**config.mk**
```make
export PLATFORM = sky130hd
export DESIGN_NAME = code_fetch_arb
export DESIGN_NICKNAME = d
export VERILOG_FILES = /design/src/rtl/code_fetch_arb_pkg.sv /design/src/rtl/code_fetch_arb_rr_arbiter.sv /design/src/rtl/code_fetch_arb.sv
export SDC_FILE = /design/constraint.sdc
export NUM_CORES = 1
export LEC_CHECK = 0
export CAP_MARGIN = 40
export CORE_MARGIN = 1.5
export CORE_UTILIZATION = 30
export CTS_CLUSTER_DIAMETER = 200
export DETAILED_ROUTE_END_ITERATION = 7
export PLACE_DENSITY = 0.72
export SLEW_MARGIN = 5
export SYNTH_ARGS = -nofsm -noshare
export SYNTH_HDL_FRONTEND = slang
export SYNTH_SLANG_ARGS = --single-unit
```
**constraint.sdc**
```tcl
create_clock -name clk -period 8.6 [get_ports clk]
set_input_delay 2.15 -clock clk [delete_from_list [all_inputs] [get_ports clk]]
set_output_delay 2.15 -clock clk [all_outputs]
set_load 0.005 [all_outputs]
```
**src/rtl/code_fetch_arb_pkg.sv**
```systemverilog
// -----------------------------------------------------------------------------
// code_fetch_arb_pkg
//   Shared types and defaults for the code-fetch arbiter and its users.
//   Provides the warp-id, code-address and code-data types sized from the
//   global configuration macros, plus the default warp count and the default
//   cap on in-flight code memory reads.
//   No ports (package).
// -----------------------------------------------------------------------------
`ifndef DEPTH_WARP
`define DEPTH_WARP 3
`endif
`ifndef CODE_MEM_ADDR_WIDTH
`define CODE_MEM_ADDR_WIDTH 32
`endif
`ifndef CODE_MEM_DATA_WIDTH
`define CODE_MEM_DATA_WIDTH 32
`endif

package code_fetch_arb_pkg;

    localparam int WARP_ID_W           = `DEPTH_WARP;
    localparam int DEF_NUM_WARP        = 1 << `DEPTH_WARP;
    localparam int DEF_MAX_OUTSTANDING = 4;

    typedef logic [`DEPTH_WARP-1:0]          wid_t;
    typedef logic [`CODE_MEM_ADDR_WIDTH-1:0] code_addr_t;
    typedef logic [`CODE_MEM_DATA_WIDTH-1:0] code_data_t;

endpackage

```
**src/rtl/code_fetch_arb_rr_arbiter.sv**
```systemverilog
// -----------------------------------------------------------------------------
// code_fetch_arb_rr_arbiter
//   Round-robin arbiter over an N-bit request vector. The winner is the first
//   requester at or after the pointer, wrapping modulo N. When advance is set
//   and a winner exists, the pointer moves to winner+1 (wrapping to 0).
//   Ports:
//     clk, rst_n  : clock, asynchronous active-low reset
//     req         : request vector
//     advance     : the caller consumed this cycle's grant
//     grant       : one-hot winner (combinational, all-zero if no request)
//     grant_idx   : index of the winner
//     grant_any   : at least one request present
// -----------------------------------------------------------------------------
module code_fetch_arb_rr_arbiter #(
    parameter int N     = 8,
    parameter int IDX_W = (N > 1) ? $clog2(N) : 1
) (
    input  logic             clk,
    input  logic             rst_n,
    input  logic [N-1:0]     req,
    input  logic             advance,
    output logic [N-1:0]     grant,
    output logic [IDX_W-1:0] grant_idx,
    output logic             grant_any
);

    logic [IDX_W-1:0] ptr;

    // NOTE: every output of a combinational block gets a default first so no
    // path leaves it unassigned, which would otherwise infer a latch.
    always_comb begin
        grant     = '0;
        grant_idx = '0;
        grant_any = 1'b0;
        for (int i = 0; i < N; i++) begin
            if (!grant_any && req[(int'(ptr) + i) % N]) begin
                grant_any = 1'b1;
                grant_idx = IDX_W'((int'(ptr) + i) % N);
            end
        end
        if (grant_any) begin
            grant[grant_idx] = 1'b1;
        end
    end

    // NOTE: sequential state uses non-blocking assignments so every register
    // samples the pre-edge values regardless of block ordering.
    always_ff @(posedge clk or negedge rst_n) begin
        if (!rst_n) begin
            ptr <= '0;
        end else if (advance && grant_any) begin
            ptr <= (int'(grant_idx) == N - 1) ? '0 : grant_idx + IDX_W'(1);
        end
    end

endmodule

```
**src/rtl/code_fetch_arb.sv**
```systemverilog
// -----------------------------------------------------------------------------
// code_fetch_arb
//   Shares the single code memory read port among all warps of an SM core.
//   Fetch requests are granted round-robin, one outstanding fetch per warp,
//   with a global cap on in-flight reads. Responses are steered back to the
//   owning warp by warp id; a per-warp flush discards the stale response that
//   is still in flight after a branch redirect.
//   Optional build macro: CODE_FETCH_CHECK_EN adds a sticky fetch_err_o that
//   flags spurious responses, response-address mismatches and request
//   instability under backpressure.
//   Ports:
//     clk, rst_n                : clock, asynchronous active-low reset
//     fetch_req_valid_i/addr_i  : per-warp fetch requests (warp w at w*ADDR_W)
//     fetch_req_ready_o         : one-hot grant pulse
//     flush_i                   : per-warp flush of the in-flight response
//     code_mem_ready_i          : code memory accepts a request
//     code_rd_req_*_o           : read request (valid/addr/wid)
//     code_rd_rsp_*_i           : read response (valid/addr/wid/data)
//     fetch_rsp_valid_o/addr_o/data_o : one-hot response to the owning warp
//     fetch_err_o               : sticky protocol error (CODE_FETCH_CHECK_EN)
// -----------------------------------------------------------------------------
module code_fetch_arb
    import code_fetch_arb_pkg::*;
#(
    parameter int NUM_WARP        = DEF_NUM_WARP,
    parameter int ADDR_W          = `CODE_MEM_ADDR_WIDTH,
    parameter int DATA_W          = `CODE_MEM_DATA_WIDTH,
    parameter int MAX_OUTSTANDING = DEF_MAX_OUTSTANDING
) (
    input  logic                       clk,
    input  logic                       rst_n,
    input  logic [NUM_WARP-1:0]        fetch_req_valid_i,
    input  logic [NUM_WARP*ADDR_W-1:0] fetch_req_addr_i,
    output logic [NUM_WARP-1:0]        fetch_req_ready_o,
    input  logic [NUM_WARP-1:0]        flush_i,
    input  logic                       code_mem_ready_i,
    output logic                       code_rd_req_valid_o,
    output logic [ADDR_W-1:0]          code_rd_req_addr_o,
    output wid_t                       code_rd_req_wid_o,
    input  logic                       code_rd_rsp_valid_i,
    input  logic [ADDR_W-1:0]          code_rd_rsp_addr_i,
    input  wid_t                       code_rd_rsp_wid_i,
    input  logic [DATA_W-1:0]          code_rd_rsp_data_i,
`ifdef CODE_FETCH_CHECK_EN
    output logic                       fetch_err_o,
`endif
    output logic [NUM_WARP-1:0]        fetch_rsp_valid_o,
    output logic [ADDR_W-1:0]          fetch_rsp_addr_o,
    output logic [DATA_W-1:0]          fetch_rsp_data_o
);

    localparam int              CNT_W   = $clog2(MAX_OUTSTANDING + 1);
    localparam logic [CNT_W-1:0] CNT_MAX = CNT_W'(MAX_OUTSTANDING);

    logic [NUM_WARP-1:0] pending;
    logic [NUM_WARP-1:0] drop;
    logic [CNT_W-1:0]    count;

    logic [NUM_WARP-1:0] eligible;
    logic [NUM_WARP-1:0] arb_grant;
    logic [NUM_WARP-1:0] grant_vec;
    logic [NUM_WARP-1:0] rsp_onehot;
    wid_t                arb_idx;
    logic                arb_any;
    logic                can_grant;
    logic                req_xfer;
    logic                rsp_hit;
    logic                rsp_deliver;
    logic [ADDR_W-1:0]   win_addr;

    assign eligible = fetch_req_valid_i & ~pending & ~flush_i;
    assign req_xfer = code_rd_req_valid_o & code_mem_ready_i;

    // The count compare uses the registered value only: a response retiring
    // this cycle frees its slot for the next cycle, not this one.
    assign can_grant = arb_any && (count < CNT_MAX) &&
                       (!code_rd_req_valid_o || code_mem_ready_i);

    assign grant_vec         = can_grant ? arb_grant : '0;
    assign fetch_req_ready_o = grant_vec;
    assign win_addr          = fetch_req_addr_i[arb_idx*ADDR_W +: ADDR_W];

    // A response for a warp that is not pending is spurious (e.g. issued
    // before a reset) and must not touch the count or the pending/drop state.
    assign rsp_hit     = code_rd_rsp_valid_i & pending[code_rd_rsp_wid_i];
    assign rsp_onehot  = rsp_hit ? (NUM_WARP'(1) << code_rd_rsp_wid_i) : '0;
    assign rsp_deliver = rsp_hit & ~drop[code_rd_rsp_wid_i] & ~flush_i[code_rd_rsp_wid_i];

    code_fetch_arb_rr_arbiter #(
        .N     (NUM_WARP),
        .IDX_W ($bits(wid_t))
    ) u_rr_arbiter (
        .clk       (clk),
        .rst_n     (rst_n),
        .req       (eligible),
        .advance   (can_grant),
        .grant     (arb_grant),
        .grant_idx (arb_idx),
        .grant_any (arb_any)
    );

    // Per-warp bookkeeping and the global in-flight count. A flush only marks
    // a warp whose fetch is already in flight; the request itself is never
    // withdrawn, its response is simply dropped on return.
    always_ff @(posedge clk or negedge rst_n) begin
        if (!rst_n) begin
            pending <= '0;
            drop    <= '0;
            count   <= '0;
        end else begin
            pending <= (pending & ~rsp_onehot) | grant_vec;
            drop    <= (drop | (flush_i & pending)) & ~rsp_onehot;
            if (can_grant && !rsp_hit) begin
                count <= count + CNT_W'(1);
            end else if (!can_grant && rsp_hit) begin
                count <= count - CNT_W'(1);
            end
        end
    end

    // Single-entry request register; a new grant may load it in the same
    // cycle the held request transfers.
    always_ff @(posedge clk or negedge rst_n) begin
        if (!rst_n) begin
            code_rd_req_valid_o <= 1'b0;
            code_rd_req_addr_o  <= '0;
            code_rd_req_wid_o   <= '0;
        end else if (can_grant) begin
            code_rd_req_valid_o <= 1'b1;
            code_rd_req_addr_o  <= win_addr;
            code_rd_req_wid_o   <= arb_idx;
        end else if (req_xfer) begin
            code_rd_req_valid_o <= 1'b0;
        end
    end

    // Response steering, one cycle of latency; addr/data hold between pulses.
    always_ff @(posedge clk or negedge rst_n) begin
        if (!rst_n) begin
            fetch_rsp_valid_o <= '0;
            fetch_rsp_addr_o  <= '0;
            fetch_rsp_data_o  <= '0;
        end else begin
            fetch_rsp_valid_o <= rsp_deliver ? rsp_onehot : '0;
            if (rsp_deliver) begin
                fetch_rsp_addr_o <= code_rd_rsp_addr_i;
                fetch_rsp_data_o <= code_rd_rsp_data_i;
            end
        end
    end

`ifdef CODE_FETCH_CHECK_EN
    logic [ADDR_W-1:0] addr_tab [NUM_WARP];
    logic              stall_q;
    logic [ADDR_W-1:0] stall_addr_q;
    wid_t              stall_wid_q;
    logic              err_spurious;
    logic              err_addr;
    logic              err_hold;

    // NOTE: the address table has no reset; an entry is only read while its
    // pending bit is set, and that bit is only set by the grant that writes it.
    always_ff @(posedge clk) begin
        if (can_grant) begin
            addr_tab[arb_idx] <= win_addr;
        end
    end

    assign err_spurious = code_rd_rsp_valid_i & ~pending[code_rd_rsp_wid_i];
    assign err_addr     = rsp_hit & (addr_tab[code_rd_rsp_wid_i] != code_rd_rsp_addr_i);
    assign err_hold     = stall_q & (~code_rd_req_valid_o |
                                     (code_rd_req_addr_o != stall_addr_q) |
                                     (code_rd_req_wid_o  != stall_wid_q));

    always_ff @(posedge clk or negedge rst_n) begin
        if (!rst_n) begin
            stall_q      <= 1'b0;
            stall_addr_q <= '0;
            stall_wid_q  <= '0;
            fetch_err_o  <= 1'b0;
        end else begin
            stall_q      <= code_rd_req_valid_o & ~code_mem_ready_i;
            stall_addr_q <= code_rd_req_addr_o;
            stall_wid_q  <= code_rd_req_wid_o;
            if (err_spurious || err_addr || err_hold) begin
                fetch_err_o <= 1'b1;
            end
        end
    end
`endif

endmodule

```
## After elaboration in Yosys (flattened, before gate mapping)

Cells that the tools add are included.

| cells by class | value |
|---|---|
| $add $sub $neg | 10 |
| $lt $le $gt $ge | 12 |
| equality and inequality tests | 1 |
| shift operators | 2 |
| mux-type cells | 56 |
| bitwise operators | 23 |
| reduce and logical (&&, ||, !) cells | 33 |

Operators with widths:

| cell | count |
|---|---|
| variable part select 256 x 9 -> 32 bit | 1 |
| AND 8 bit | 5 |
| < comparator 4 x 5 -> 1 bit (second input constant) | 7 |
| binary-select mux 1 bit (select 3 bit) | 11 |
| 2-to-1 mux 3 bit | 11 |
| 2-to-1 mux 8 bit | 4 |
| 2-to-1 mux 1 bit | 29 |
| inverter 8 bit | 3 |
| OR reduction 3 bit | 7 |
| bitwise OR 8 bit | 2 |
| logical AND 1 bit | 13 |
| adder 3 bit (second input constant) | 4 |
| < comparator 3 x 4 -> 1 bit (second input constant) | 3 |
| logical NOT 1 bit | 10 |
| adder 3 x 1 -> 3 bit (second input constant) | 3 |
| << shifter 1 x 3 -> 8 bit (first input constant) | 1 |
| AND 1 bit (first input constant) | 7 |
| adder 3 x 2 -> 3 bit (second input constant) | 2 |
| AND 1 bit | 4 |
| nonzero test 2 bit | 2 |
| demux 1 bit (select 3 bit) | 1 |
| equality test 3 x 1 -> 1 bit (second input constant) | 1 |
| >= comparator 3 x 1 -> 1 bit (second input constant) | 1 |
| < comparator 3 bit (second input constant) | 1 |
| other kinds (3) | 4 |

| word-level totals | value |
|---|---|
| register bits after elaboration | 130 |
| output and inout bits | 116 |
| word-level logic and storage cells | 147 |

## Logic depth before layout (Yosys ltp)

Gate-level depths: netlist of the first run.

| depth | value |
|---|---|
| word-level depth | 34 |
| gate-level depth with buffers | 23 |
| depth with buffers taken out | 15 |

## Cells and area by module

A second synthesis of the first run with hierarchy kept.

| second synthesis, totals | value |
|---|---|
| cell total of the unflattened synthesis | 640 |
| area total of the unflattened synthesis | 8319.2 um2 |

By module, submodules not included:

| module | times used | cells each | area each (um2) |
|---|---|---|---|
| code_fetch_arb | 1 | 492 | 7106.8 |
| code_fetch_arb_rr_arbiter | 1 | 148 | 1212.4 |

## Worst setup path before layout of the first run

OpenSTA, ideal clock, no wires.

| timing path | value |
|---|---|
| path type | input to output |
| from | input flush_i[6] |
| to | output fetch_req_ready_o[2] |
| arrival | 4.596 ns |
| data required time | 6.450 ns |
| slack | 1.854 ns |
| stages | 10 |
| buffers on the path | 2 |
| path through | or3b_1 -> mux4_2 -> o211a_1 -> or3_1 -> a21oi_1 -> a221oi_2 -> a21o_1 -> buf_4 -> clkbuf_1 -> nor3_1 |

| between the ends | value |
|---|---|
| longest elaborated chain between the ends | 32 |
| elaborated cells between the ends (all ways) | 64 |

Ends and longest elaborated chain:

| what | line | source |
|---|---|---|
| from (decl) | code_fetch_arb.sv:35 | `input logic [NUM_WARP-1:0] flush_i,` |
| inverter 8 bit (*) | code_fetch_arb.sv:71 | `assign eligible = fetch_req_valid_i & ~pending & ~flush_i;` |
| AND 8 bit (*) | code_fetch_arb.sv:71 |  |
| binary-select mux 1 bit (select 3 bit) | code_fetch_arb_rr_arbiter.sv:36 | `if (!grant_any && req[(int'(ptr) + i) % N]) begin` |
| 2-to-1 mux 1 bit (not written as such) | code_fetch_arb_rr_arbiter.sv:36 |  |
| 2-to-1 mux 1 bit | code_fetch_arb_rr_arbiter.sv:36 |  |
| logical NOT 1 bit | code_fetch_arb_rr_arbiter.sv:36 |  |
| logical AND 1 bit | code_fetch_arb_rr_arbiter.sv:36 |  |
| 2-to-1 mux 1 bit | code_fetch_arb_rr_arbiter.sv:36 |  |
| [16 not listed] | -- |  |
| logical AND 1 bit | code_fetch_arb_rr_arbiter.sv:36 |  |
| 2-to-1 mux 3 bit | code_fetch_arb_rr_arbiter.sv:36 |  |
| < comparator 3 x 4 -> 1 bit (not written as such) / >= comparator 3 x 1 -> 1 bit (equally long branches) | code_fetch_arb_rr_arbiter.sv:42 | `grant[grant_idx] = 1'b1;` |
| logical AND 1 bit (not written as such) | code_fetch_arb_rr_arbiter.sv:42 |  |
| 2-to-1 mux 1 bit (not written as such) | code_fetch_arb_rr_arbiter.sv:42 |  |
| demux 1 bit (select 3 bit) | -- |  |
| 2-to-1 mux 8 bit | code_fetch_arb_rr_arbiter.sv:41 | `if (grant_any) begin` |
| 2-to-1 mux 8 bit (*) | code_fetch_arb.sv:79 | `assign grant_vec = can_grant ? arb_grant : '0;` |
| to (decl) | code_fetch_arb.sv:34 | `output logic [NUM_WARP-1:0] fetch_req_ready_o,` |

Every way passes the cells marked *; elsewhere a longest branch is shown, timed or not. The select of a mux whose other input is x is not followed.

## Worst setup path in the final report of the first run

| timing path | value |
|---|---|
| from | input flush_i[0] |
| to | output fetch_req_ready_o[7] |

| between the ends | value |
|---|---|
| longest elaborated chain between the ends | 32 |
| elaborated cells between the ends (all ways) | 64 |

Ends and longest elaborated chain:

| what | line | source |
|---|---|---|
| inverter 8 bit (*) | code_fetch_arb.sv:71 |  |
| AND 8 bit (*) | code_fetch_arb.sv:71 |  |
| binary-select mux 1 bit (select 3 bit) | code_fetch_arb_rr_arbiter.sv:36 |  |
| 2-to-1 mux 1 bit (not written as such) | code_fetch_arb_rr_arbiter.sv:36 |  |
| 2-to-1 mux 1 bit | code_fetch_arb_rr_arbiter.sv:36 |  |
| logical NOT 1 bit | code_fetch_arb_rr_arbiter.sv:36 |  |
| logical AND 1 bit | code_fetch_arb_rr_arbiter.sv:36 |  |
| 2-to-1 mux 1 bit | code_fetch_arb_rr_arbiter.sv:36 |  |
| [17 not listed] | -- |  |
| 2-to-1 mux 3 bit (*) | code_fetch_arb_rr_arbiter.sv:36 |  |
| net arb_idx[2] | code_fetch_arb.sv:63 | `wid_t arb_idx;` |
| < comparator 3 x 4 -> 1 bit (not written as such) / >= comparator 3 x 1 -> 1 bit (equally long branches) | code_fetch_arb_rr_arbiter.sv:42 |  |
| logical AND 1 bit (not written as such) | code_fetch_arb_rr_arbiter.sv:42 |  |
| 2-to-1 mux 1 bit (not written as such) | code_fetch_arb_rr_arbiter.sv:42 |  |
| demux 1 bit (select 3 bit) (*) | -- |  |
| 2-to-1 mux 8 bit (*) | code_fetch_arb_rr_arbiter.sv:41 |  |
| 2-to-1 mux 8 bit (*) | code_fetch_arb.sv:79 |  |

Mark *: on every way through the listed nets, which the timed path passes. The rest lies on a longest branch. The select of a mux whose other input is x is not followed.

==> results of run 1 <==
-- cell usage after synthesis, types with 10 or more instances --
master / n / share of area [%]
a21oi_1: 25 / 1.3
mux2_4: 21 / 3.2
a32o_1: 33 / 3.3
inv_1: 36 / 1.4
buf_2: 35 / 1.8
mux2_2: 70 / 7.9
o211ai_2: 32 / 4.0
o2111ai_1: 11 / 0.97
nor3_1: 12 / 0.60
o21ai_1: 10 / 0.50
mux2_1: 10 / 1.1
o221ai_1: 32 / 2.8
o211ai_1: 25 / 1.9
nor2_1: 56 / 2.1
a2111oi_0: 37 / 3.3
a211oi_1: 69 / 5.2
clkbuf_1: 54 / 2.0
mux4_2: 14 / 3.2
nand2_1: 192 / 7.2
dfrtp_1: 130 / 33
and3_1: 36 / 2.3
-- cell type report --
class / count / area [sq um]
tap: 442 / 553
fill: 3053 / 17200
clock inverter: 15 / 165
sequential: 130 / 3250
multi-input combinational: 795 / 6060
antenna: 1 / 2.50
clock buffer: 17 / 425
timing repair buffer: 485 / 4840
inverter: 41 / 155
-- cell families after synthesis --
group	count (synthesis)
buffers and inverters	150
AOI/OAI and AO/OA	306
xor gates and xnor gates	9
muxes	124
DFF	130
and+or+nand+nor	350
adders and majority gates	6
-- layer usage --
metal  global-route usage [%]  up-vias  wire length, um
met1                     33.5     5146            18800
met4                     7.77        2             1010
li1                         -     4859                -
met2                     41.2      470            21500
met5                        0        -                9
met3                     5.47       51             3580
-- registers in the layout, indices dropped and copies added, names as in the netlist --
register and cells:
code_rd_req_addr_o 32, code_rd_req_valid_o 1, code_rd_req_wid_o 3, count 3
drop 8, fetch_rsp_addr_o 32, fetch_rsp_data_o 32, fetch_rsp_valid_o 8
pending 8, u_rr_arbiter.ptr 3
-- where the power goes --
| part | internal (mW) | total (mW) | switching, mW |
|---|---|---|---|
| clock | 0.389 | 0.725 | 0.336 |
| sequential | 0.913 | 1.10 | 0.189 |
| combinational | 2.61 | 6.42 | 3.81 |
-- critical path: stages --
cell and delay (ps):
clkdlybuf4s50_1 500, nor3b_1 650, mux2i_1 210, mux4_2 570
a21oi_1 240, o32a_1 210, a22oi_2 90, or2_4 300
inv_2 170, nand2b_1 120, nor3_1 170, clkdlybuf4s50_1 550
-- final timing paths --
kind,slack (ps),cells after the start,from,to
worst max-delay path,520,12,flush_i[0],fetch_req_ready_o[7]
worst min-delay path,480,1,code_rd_req_wid_o[0],code_rd_req_wid_o[0]
worst max register to register,2750,16,u_rr_arbiter.ptr[0],code_rd_req_addr_o[28]
worst min register to register,480,1,code_rd_req_wid_o[0],code_rd_req_wid_o[0]
max in group asynchronous,5480,2,rst_n,u_rr_arbiter.ptr[0]
min in group asynchronous,1740,1,rst_n,code_rd_req_addr_o[9]
-- stage by stage --
step           setup WS, ps  instances  util (%)  total power [mW]  area (sq um)
6_report                523       1926      47.4              8.24         15400
5_1_grt                 316       1926      47.4              8.73         15400
4_1_cts                 582       1925      47.3              8.23         15400
3_5_place_dp            585       1893      45.5              7.48         14900
3_3_place_gp            609       1889      45.3              7.29         14800
2_1_floorplan          1850       1075         -              5.28          9950
==> impl_metrics.ini, run 1 <==
[outcome]
outcome = finished, final reports clean

[cells_and_area]
final_cell_mix = 457 x clkdlybuf4s50_1, 192 x nand2_1, 129 x dfrtp_1, 70 x mux2_2, 69 x a211oi_1
final_common_cell = clkdlybuf4s50_1
area_growth_pct = 55.3
drive_gt1_share_pct = 14.8
nets = 1819

[clock_tree]
cts_resized = 0
cts_root_buf = clkbuf_16
cts_buffers = 17
clk_latency_ps = 430
clk_pin_slew_ps = 60
cts_tree = done
h-tree-depth = 4
cts_setup_buffers = 0
cts_hold_buffers = 0
cts.sinks = 130
max-clock-path-buffers = 2

[placed_design]
gp_congestion = 0.972
dp_hpwl_mm = 34.4
numPortBuffers = 458

[synthesis]
syn_inst = 1075
synth_xor_area_share_pct = 0.792
yosysUniqueCellTypes = 71
synth_fa_ha_area_share_pct = 0.830
synth-simple-area-share_pct = 16.5
synthArstFlopShare_pct = 100
synth_mux_area_share_pct = 16.3
synthFlopType = dfrtp_1
yosysSeqAreaShare_pct = 32.7
syn_avg_cell_area_sq_um = 9.26
synth_top_family_by_area = compound AO/OA/AOI/OAI gates
synth_compound_area_share_pct = 26.1
ys_seq_elements = 130
synth.cell_area_sq_um = 9950
ys_warn_count = 0
syn-num-nets = 1424
synth_enable_flop_cells = 0

[routing]
dr_total_vias = 10500
drc = 0
dr.pass1.iters = 5
viasPerCell = 5.47
ant_nets = 0
wirelength_mm = 44.9
wl_per_cell_um = 23.3
drt_iter0_drc = 927

[timing]
fin_worst_skew_ps = 13.8
slew_headroom_pct = 38.6
setup_viol = 0
hold_viol_final = 0
drv_slew = 0
fmaxAchievable_mhz = 124
tightestPinTransition_ps = 920
finalCriticalPeriod_ps = 8080
whs_ps = 477
tns_ps = 0
grt_setup_unrepaired = false
finalCritPeriodShare_pct = 93.9

[critical_path]
end_kind = primary output
critPathArrivalTime_ps = 5930
cp-start-kind = input port
path_class = in2out
critPathRequiredTime_ps = 6450
cp_max_fo = 10

[floorplan]
ios = 459
die_w_um = 185
die-area_sq_um = 34300
initial_core_util_pct = 30.5
row_count = 66
die_h_um = 185
core_sq_um = 32600

[global_route]
grt_max_degree = 76
grt_pass1_vias = 10200
track_usage_pct = 25.3
grt_pass1_wl_mm = 64.5
antenna_found_initial = 2
grt_overflow = 0

[power]
p_leak_nw = 6.05
ir_drop_v = 0.000447
powerDensity_nw_per_um2 = 534

[run]
drv_cap = 0

[worst_hold_path]
worstHoldPathType = reg2reg
Power figures use the tool's default switching activity.
==> inputs of run 2 (changes only) <==
--- a/config.mk
+++ b/config.mk
@@ -6,12 +6,13 @@
 export NUM_CORES = 1
 export LEC_CHECK = 0
 export CAP_MARGIN = 40
-export CORE_MARGIN = 1.5
-export CORE_UTILIZATION = 30
+export CORE_AREA = 2 2 180 182
 export CTS_CLUSTER_DIAMETER = 200
 export DETAILED_ROUTE_END_ITERATION = 7
-export PLACE_DENSITY = 0.72
+export DIE_AREA = 0 0 182 184
+export PLACE_DENSITY = 0.69
 export SLEW_MARGIN = 5
 export SYNTH_ARGS = -nofsm -noshare
 export SYNTH_HDL_FRONTEND = slang
+export SYNTH_HIERARCHICAL = 1
 export SYNTH_SLANG_ARGS = --single-unit
==> run 2 against run 1 <==
  * Sequential power hardly changed
  * Clock power increased by 6.1%
  * Via count down 30%
  * Clock skew shrank 5.1 ps
  * Synthesized cell count decreased by 40%
  * Flip-flop and latch count unchanged
  * Worst hold slack worse by 10 ps
  * Critical path depth increased by 1
  * Critical path type unchanged
  * Highest routed layer is now met4
==> impl_metrics.ini, run 2 <==
[critical_path]
rrSetupSlack_ps = 2630
end_kind = primary output
crit_family = simple AND/OR/NAND/NOR gates
cp_max_fo = 9
path_class = in2out
r2r-start = u_rr_arbiter/ptr[1]
cp_cell_sequence = clkdlybuf4s50_1, nor3b_1, mux2_2, mux4_2, nor3_4, o21ai_2, nor3_1, a311oi_1, buf_4, a21oi_2, nor4_1, and2_1, clkdlybuf4s50_1
cp-start-kind = input port
slowest_stage = nor3b_1
worst-path-buf-inv = 3
worst_r2r_endpoint = code_rd_req_addr_o[29]
crit_path_frequent_cell = clkdlybuf4s50_1
critPathRequiredTime_ps = 6450
critPathMaxStageDelay_ps = 780
critPathArrivalTime_ps = 6150
reg2regPathDepth = 13

[floorplan]
row_count = 65
die_h_um = 184
core_sq_um = 31400
initial_core_util_pct = 26.5
die_w_um = 182
die-area_sq_um = 33500
ios = 459

[worst_hold_path]
worstHoldPathType = reg2reg
min_from = count[2]
min_to = count[2]
hold_depth = 1

[cells_and_area]
nets = 1433
top_regs = code_rd_req_addr_o (32), fetch_rsp_addr_o (32), fetch_rsp_data_o (32)
nFillCells = 2876
drive_gt1_share_pct = 19.7
final_cells = 1503
area_growth_pct = 67.6
post-route-util_pct = 44.4
final_common_cell = clkdlybuf4s50_1
final_cell_mix = 457 x clkdlybuf4s50_1, 130 x dfrtp_1, 76 x mux4_2, 63 x mux2_4, 56 x nand2_1

[clock_tree]
clk_latency_ps = 420
cts.sinks = 130
cts_resized = 0
max-clock-path-buffers = 2
cts_tree = done
cts_buffers = 17
cts_hold_buffers = 0
h-tree-depth = 4
clk_pin_slew_ps = 60
cts_setup_buffers = 0
cts_root_buf = clkbuf_16

[power]
powerDensity_nw_per_um2 = 444
p_seq_share_pct = 18.2
intPower_mw = 3.74
pwr-share-clk_pct = 12.4
p_sw_share_pct = 39.5
p_leak_nw = 5.52
finalPower_mw = 6.19
ir_drop_v = 0.000454
p_sw_mw = 2.44
pwr-share-comb_pct = 69.4

[timing]
fmaxAchievable_mhz = 121
whs_ps = 467
fin_worst_skew_ps = 8.67
tightestPinTransition_ps = 945
drv_slew = 0
grt_setup_unrepaired = false
slew_headroom_pct = 36.8
finalCritPeriodShare_pct = 96.5
setup_viol = 0
tns_ps = 0
finalCriticalPeriod_ps = 8300
hold_viol_final = 0

[synthesis]
ys_warn_count = 6
syn-num-nets = 988
syn_avg_cell_area_sq_um = 13.0
ys_top_cells_by_count = 130 x dfrtp_1, 76 x mux4_2, 63 x mux2_4
syn_inst = 640
ys_seq_elements = 130
synth.most_common_cell = dfrtp_1
synthFlopType = dfrtp_1
synth.area.top_cells = dfrtp_1 39%, mux4_2 21%, mux2_4 11%
synth_top_area_cell = dfrtp_1
synth_enable_flop_cells = 0
synth_top_area_share_pct = 39.1
yosysUniqueCellTypes = 70
synth.cell_area_sq_um = 8320
synthArstFlopShare_pct = 100
yosysSeqAreaShare_pct = 39.1

[global_route]
grt_pass1_vias = 7569
grt_max_degree = 68
grt_pass1_wl_mm = 47.1
antenna_found_initial = 3
grt_overflow = 0
track_usage_pct = 18.9

[routing]
dr.pass1.iters = 6
dr_total_vias = 7326
viasPerCell = 4.87
drt_iter0_drc = 411
wl_per_cell_um = 21.6
ant_nets = 0
wirelength_mm = 32.5
drc = 0

[outcome]
outcome = finished, final reports clean

[placed_design]
numPortBuffers = 458
placedCellCount = 1468
dp_hpwl_mm = 26.2
gp_congestion = 0.842

[run]
drv_cap = 0
==> run 2: worst max-delay path by stage <==
stage	slack (ps)	cells past startpoint	from	end
2_1_floorplan	1910	10	fetch_req_valid_i[4]	fetch_req_ready_o[6]
3_3_place_gp	490	13	fetch_req_valid_i[5]	fetch_req_ready_o[4]
3_5_place_dp	380	13	flush_i[5]	fetch_req_ready_o[0]
4_1_cts	360	13	flush_i[5]	fetch_req_ready_o[0]
5_1_grt	20	13	flush_i[5]	fetch_req_ready_o[4]
6_report	300	13	flush_i[5]	fetch_req_ready_o[0]
==> run 2: metal layers <==
metal  share of wire (%)  up-vias  GRT usage (%)
met3                 7.9       25           5.27
met2                  49      353           31.9
met1                  41     3620           23.2
li1                    -     3328              -
met4                 1.5        0           6.13
met5                   0        -              0
==> run 2: power groups by stage <==
stage	Sequential (mW)	Clock [mW]	Combinational, mW
global route	1.16	0.823	4.65
floorplan	1.09	0	2.97
finish	1.13	0.769	4.29
CTS	1.13	0.796	4.35
global placement	1.13	0	4.28
detailed placement	1.13	0	4.33
==> run 2: worst reg2reg max path, cell delays in order (launching register included) <==
cell and delay, ps:
dfrtp_1 630, clkinv_1 380, ha_1 740, mux2_2 420, mux4_2 520, nor3_4 230
o21ai_2 170, nor3_1 380, o22a_4 270, buf_4 500, buf_4 710, mux4_2 650
mux2i_1 170, o21ai_1 70
==> run 2: cells by family (layout without fill, tap and decap cells) <==
group                    after synthesis  count (layout)  synth area share, %
other                                  0               3                    0
XOR/XNOR                               5               5                0.526
flip-flops                           130             130                 39.1
multiplexers                         193             193                 38.9
AO/OA/AOI/OAI                         95              95                 7.51
AND/OR/NAND/NOR                      156             156                 9.78
adder cells (fa/ha/maj)                5               5                0.842
buffers and inverters                 56             514                 3.35
==> run 2: metrics by stage <==
step | instance area (sq um) | setup slack [ps]
3_5_place_dp | 13300 | 379
4_1_cts | 13900 | 364
6_report | 13900 | 304
5_1_grt | 13900 | 20.4
3_3_place_gp | 13300 | 490
2_1_floorplan | 8320 | 1910
==> run 2: cell type report <==
type,instances,area [sq um],area share [%]
Clock buffer,21,460,3.30
Antenna cell,3,7.51,0.0538
Multi-Input combinational cell,454,4810,34.5
Clock inverter,11,153,1.09
Sequential cell,130,3250,23.3
Timing Repair Buffer,470,4720,33.8
Tap cell,402,503,3.61
Inverter,12,45.0,0.323
==> inputs of run 3 (changes only) <==
--- a/config.mk
+++ b/config.mk
@@ -10,7 +10,7 @@
 export CTS_CLUSTER_DIAMETER = 200
 export DETAILED_ROUTE_END_ITERATION = 7
 export DIE_AREA = 0 0 182 184
-export PLACE_DENSITY = 0.69
+export PLACE_DENSITY = 0.72
 export SLEW_MARGIN = 5
 export SYNTH_ARGS = -nofsm -noshare
 export SYNTH_HDL_FRONTEND = slang
==> constraint.sdc (replaced) <==
create_clock -name clk -period 7.59 [get_ports clk]
set_input_delay 1.8975 -clock clk [delete_from_list [all_inputs] [get_ports clk]]
set_output_delay 1.8975 -clock clk [all_outputs]
set_load 0.005 [all_outputs]
==> run 3 against run 2 <==
  * Worst hold slack lost 6.6 ps
  * Clock power grew 8.2%
  * Total power grew 16%
  * Setup slack worse by 140 ps
  * Flip-flop and latch count is the same
==> impl_metrics.ini, run 3 (synthesis gave the netlist of run 2 again) <==
[routing]
dr.pass1.iters = 6
viasPerCell = 4.85
dr_total_vias = 7397
wirelength_mm = 30.9
drc = 0
wl_per_cell_um = 20.2
drt_iter0_drc = 283
ant_nets = 0

[timing]
grt_setup_unrepaired = false
fmaxAchievable_mhz = 135
hold_viol_final = 0
fin_worst_skew_ps = 10.1
finalCritPeriodShare_pct = 97.9
finalCriticalPeriod_ps = 7430
setup_viol = 0
tightestPinTransition_ps = 896
drv_slew = 0
slew_headroom_pct = 40.3

[global_route]
grt_pass1_vias = 7657
track_usage_pct = 18.0
grt_pass1_wl_mm = 45.5
grt_overflow = 0
grt_max_degree = 71
antenna_found_initial = 4

[cells_and_area]
multi_input_area_sq_um = 4880
final_cell_mix = 457 x clkdlybuf4s50_1, 130 x dfrtp_1, 76 x mux4_2, 63 x mux2_4, 56 x nand2_1
area_growth_pct = 70.0
final_cells = 1526
top_regs = code_rd_req_addr_o (32), fetch_rsp_addr_o (32), fetch_rsp_data_o (32)
post-route-util_pct = 45.1
drive_gt1_share_pct = 22.5
seq_area_sq_um = 3250
stdcell_area_sq_um = 14100
final_common_cell = clkdlybuf4s50_1
nets = 1457
nFillCells = 2875

[power]
p_leak_nw = 5.63
powerDensity_nw_per_um2 = 507
p_sw_share_pct = 39.3
finalPower_mw = 7.18
p_sw_mw = 2.82
p_seq_share_pct = 17.5
intPower_mw = 4.36
ir_drop_v = 0.000436
pwr-share-clk_pct = 11.6
pwr-share-comb_pct = 70.9

[outcome]
outcome = finished, final reports clean

[floorplan]
core_sq_um = 31400
row_count = 65
die_w_um = 182
die_h_um = 184
initial_core_util_pct = 26.5
die-area_sq_um = 33500
ios = 459

[run]
drv_cap = 0

[placed_design]
placedCellCount = 1490
dpl-instance-area_sq_um = 13500
gp_congestion = 0.851
dp_hpwl_mm = 24.8
numPortBuffers = 458

[clock_tree]
clk_pin_slew_ps = 70
max-clock-path-buffers = 2
cts.sinks = 130
cts_root_buf = clkbuf_16
clk_latency_ps = 420
h-tree-depth = 4
cts_tree = done
cts_buffers = 17

[critical_path]
path_class = in2out
critPathRequiredTime_ps = 5690
cp-start-kind = input port
end_kind = primary output
r2r-start = u_rr_arbiter/ptr[1]
critPathArrivalTime_ps = 5530
cp_max_fo = 7
cp-startpoint = flush_i[4]

[worst_hold_path]
worstHoldPathType = reg2reg
min_from = count[2]
==> run 3: final cells by class <==
type / count / share of cell area (%)
Clock inverter: 14 / 1.11
Inverter: 12 / 0.318
Tap cell: 402 / 3.56
Sequential cell: 130 / 23.0
Timing Repair Buffer: 494 / 34.4
Multi-Input combinational cell: 454 / 34.5
Antenna cell: 2 / 0.0354
Clock buffer: 18 / 3.03
==> run 3: path summary, 6_finish.rpt <==
path	cells after the start	slack (ps)	to
min in group asynchronous	1	1500	drop[4]
max	14	160	fetch_req_ready_o[2]
min	1	460	count[2]
max reg2reg	14	2020	code_rd_req_addr_o[3]
max in group asynchronous	2	4830	fetch_rsp_addr_o[30]
min reg2reg	1	460	count[2]
==> run 3: metrics by stage <==
stage | hold slack, ps | setup WS, ps | setup TNS [ps]
CTS | 463 | 63.0 | 0
global placement | 449 | 43.3 | 0
floorplan | 433 | 1400 | 0
detailed placement | 453 | -59.5 | -222
global route | 488 | 10.9 | 0
finish | 460 | 160 | 0
==> run 3: power by group through the flow <==
stage | logic (mW) | clock network [mW] | registers, mW
3_3_place_gp | 5.03 | 0 | 1.24
2_1_floorplan | 3.37 | 0 | 1.24
5_1_grt | 5.51 | 0.887 | 1.30
4_1_cts | 5.10 | 0.868 | 1.25
6_report | 5.09 | 0.832 | 1.26
3_5_place_dp | 5.06 | 0 | 1.26
==> run 3: per-layer routing <==
metal / vias up / track usage (%) / wire length (um)
li1: 3380 / - / -
met1: 3585 / 22.1 / 12300
met2: 390 / 29.7 / 15000
met3: 42 / 5.33 / 2720
met4: 0 / 7.58 / 829
met5: - / 0 / 0
==> run 3: worst max-delay path, cell delays in order <==
cell,delay (ps)
clkdlybuf4s50_1,490
nor3b_1,70
buf_4,170
mux4_2,530
mux2_2,330
nor2_1,130
o21ai_2,120
buf_4,150
or3_1,430
a21oi_4,210
buf_4,140
and3_1,140
and2_1,180
clkdlybuf4s50_1,520
==> run 3: timing repair <==
item | CTS | global route
pin swaps | 0 | 3
hold buffers | 0 | 0
setup endpoints to repair | 7 | 8
buffers inserted | 0 | 2
gates resized for setup | 4 | 10
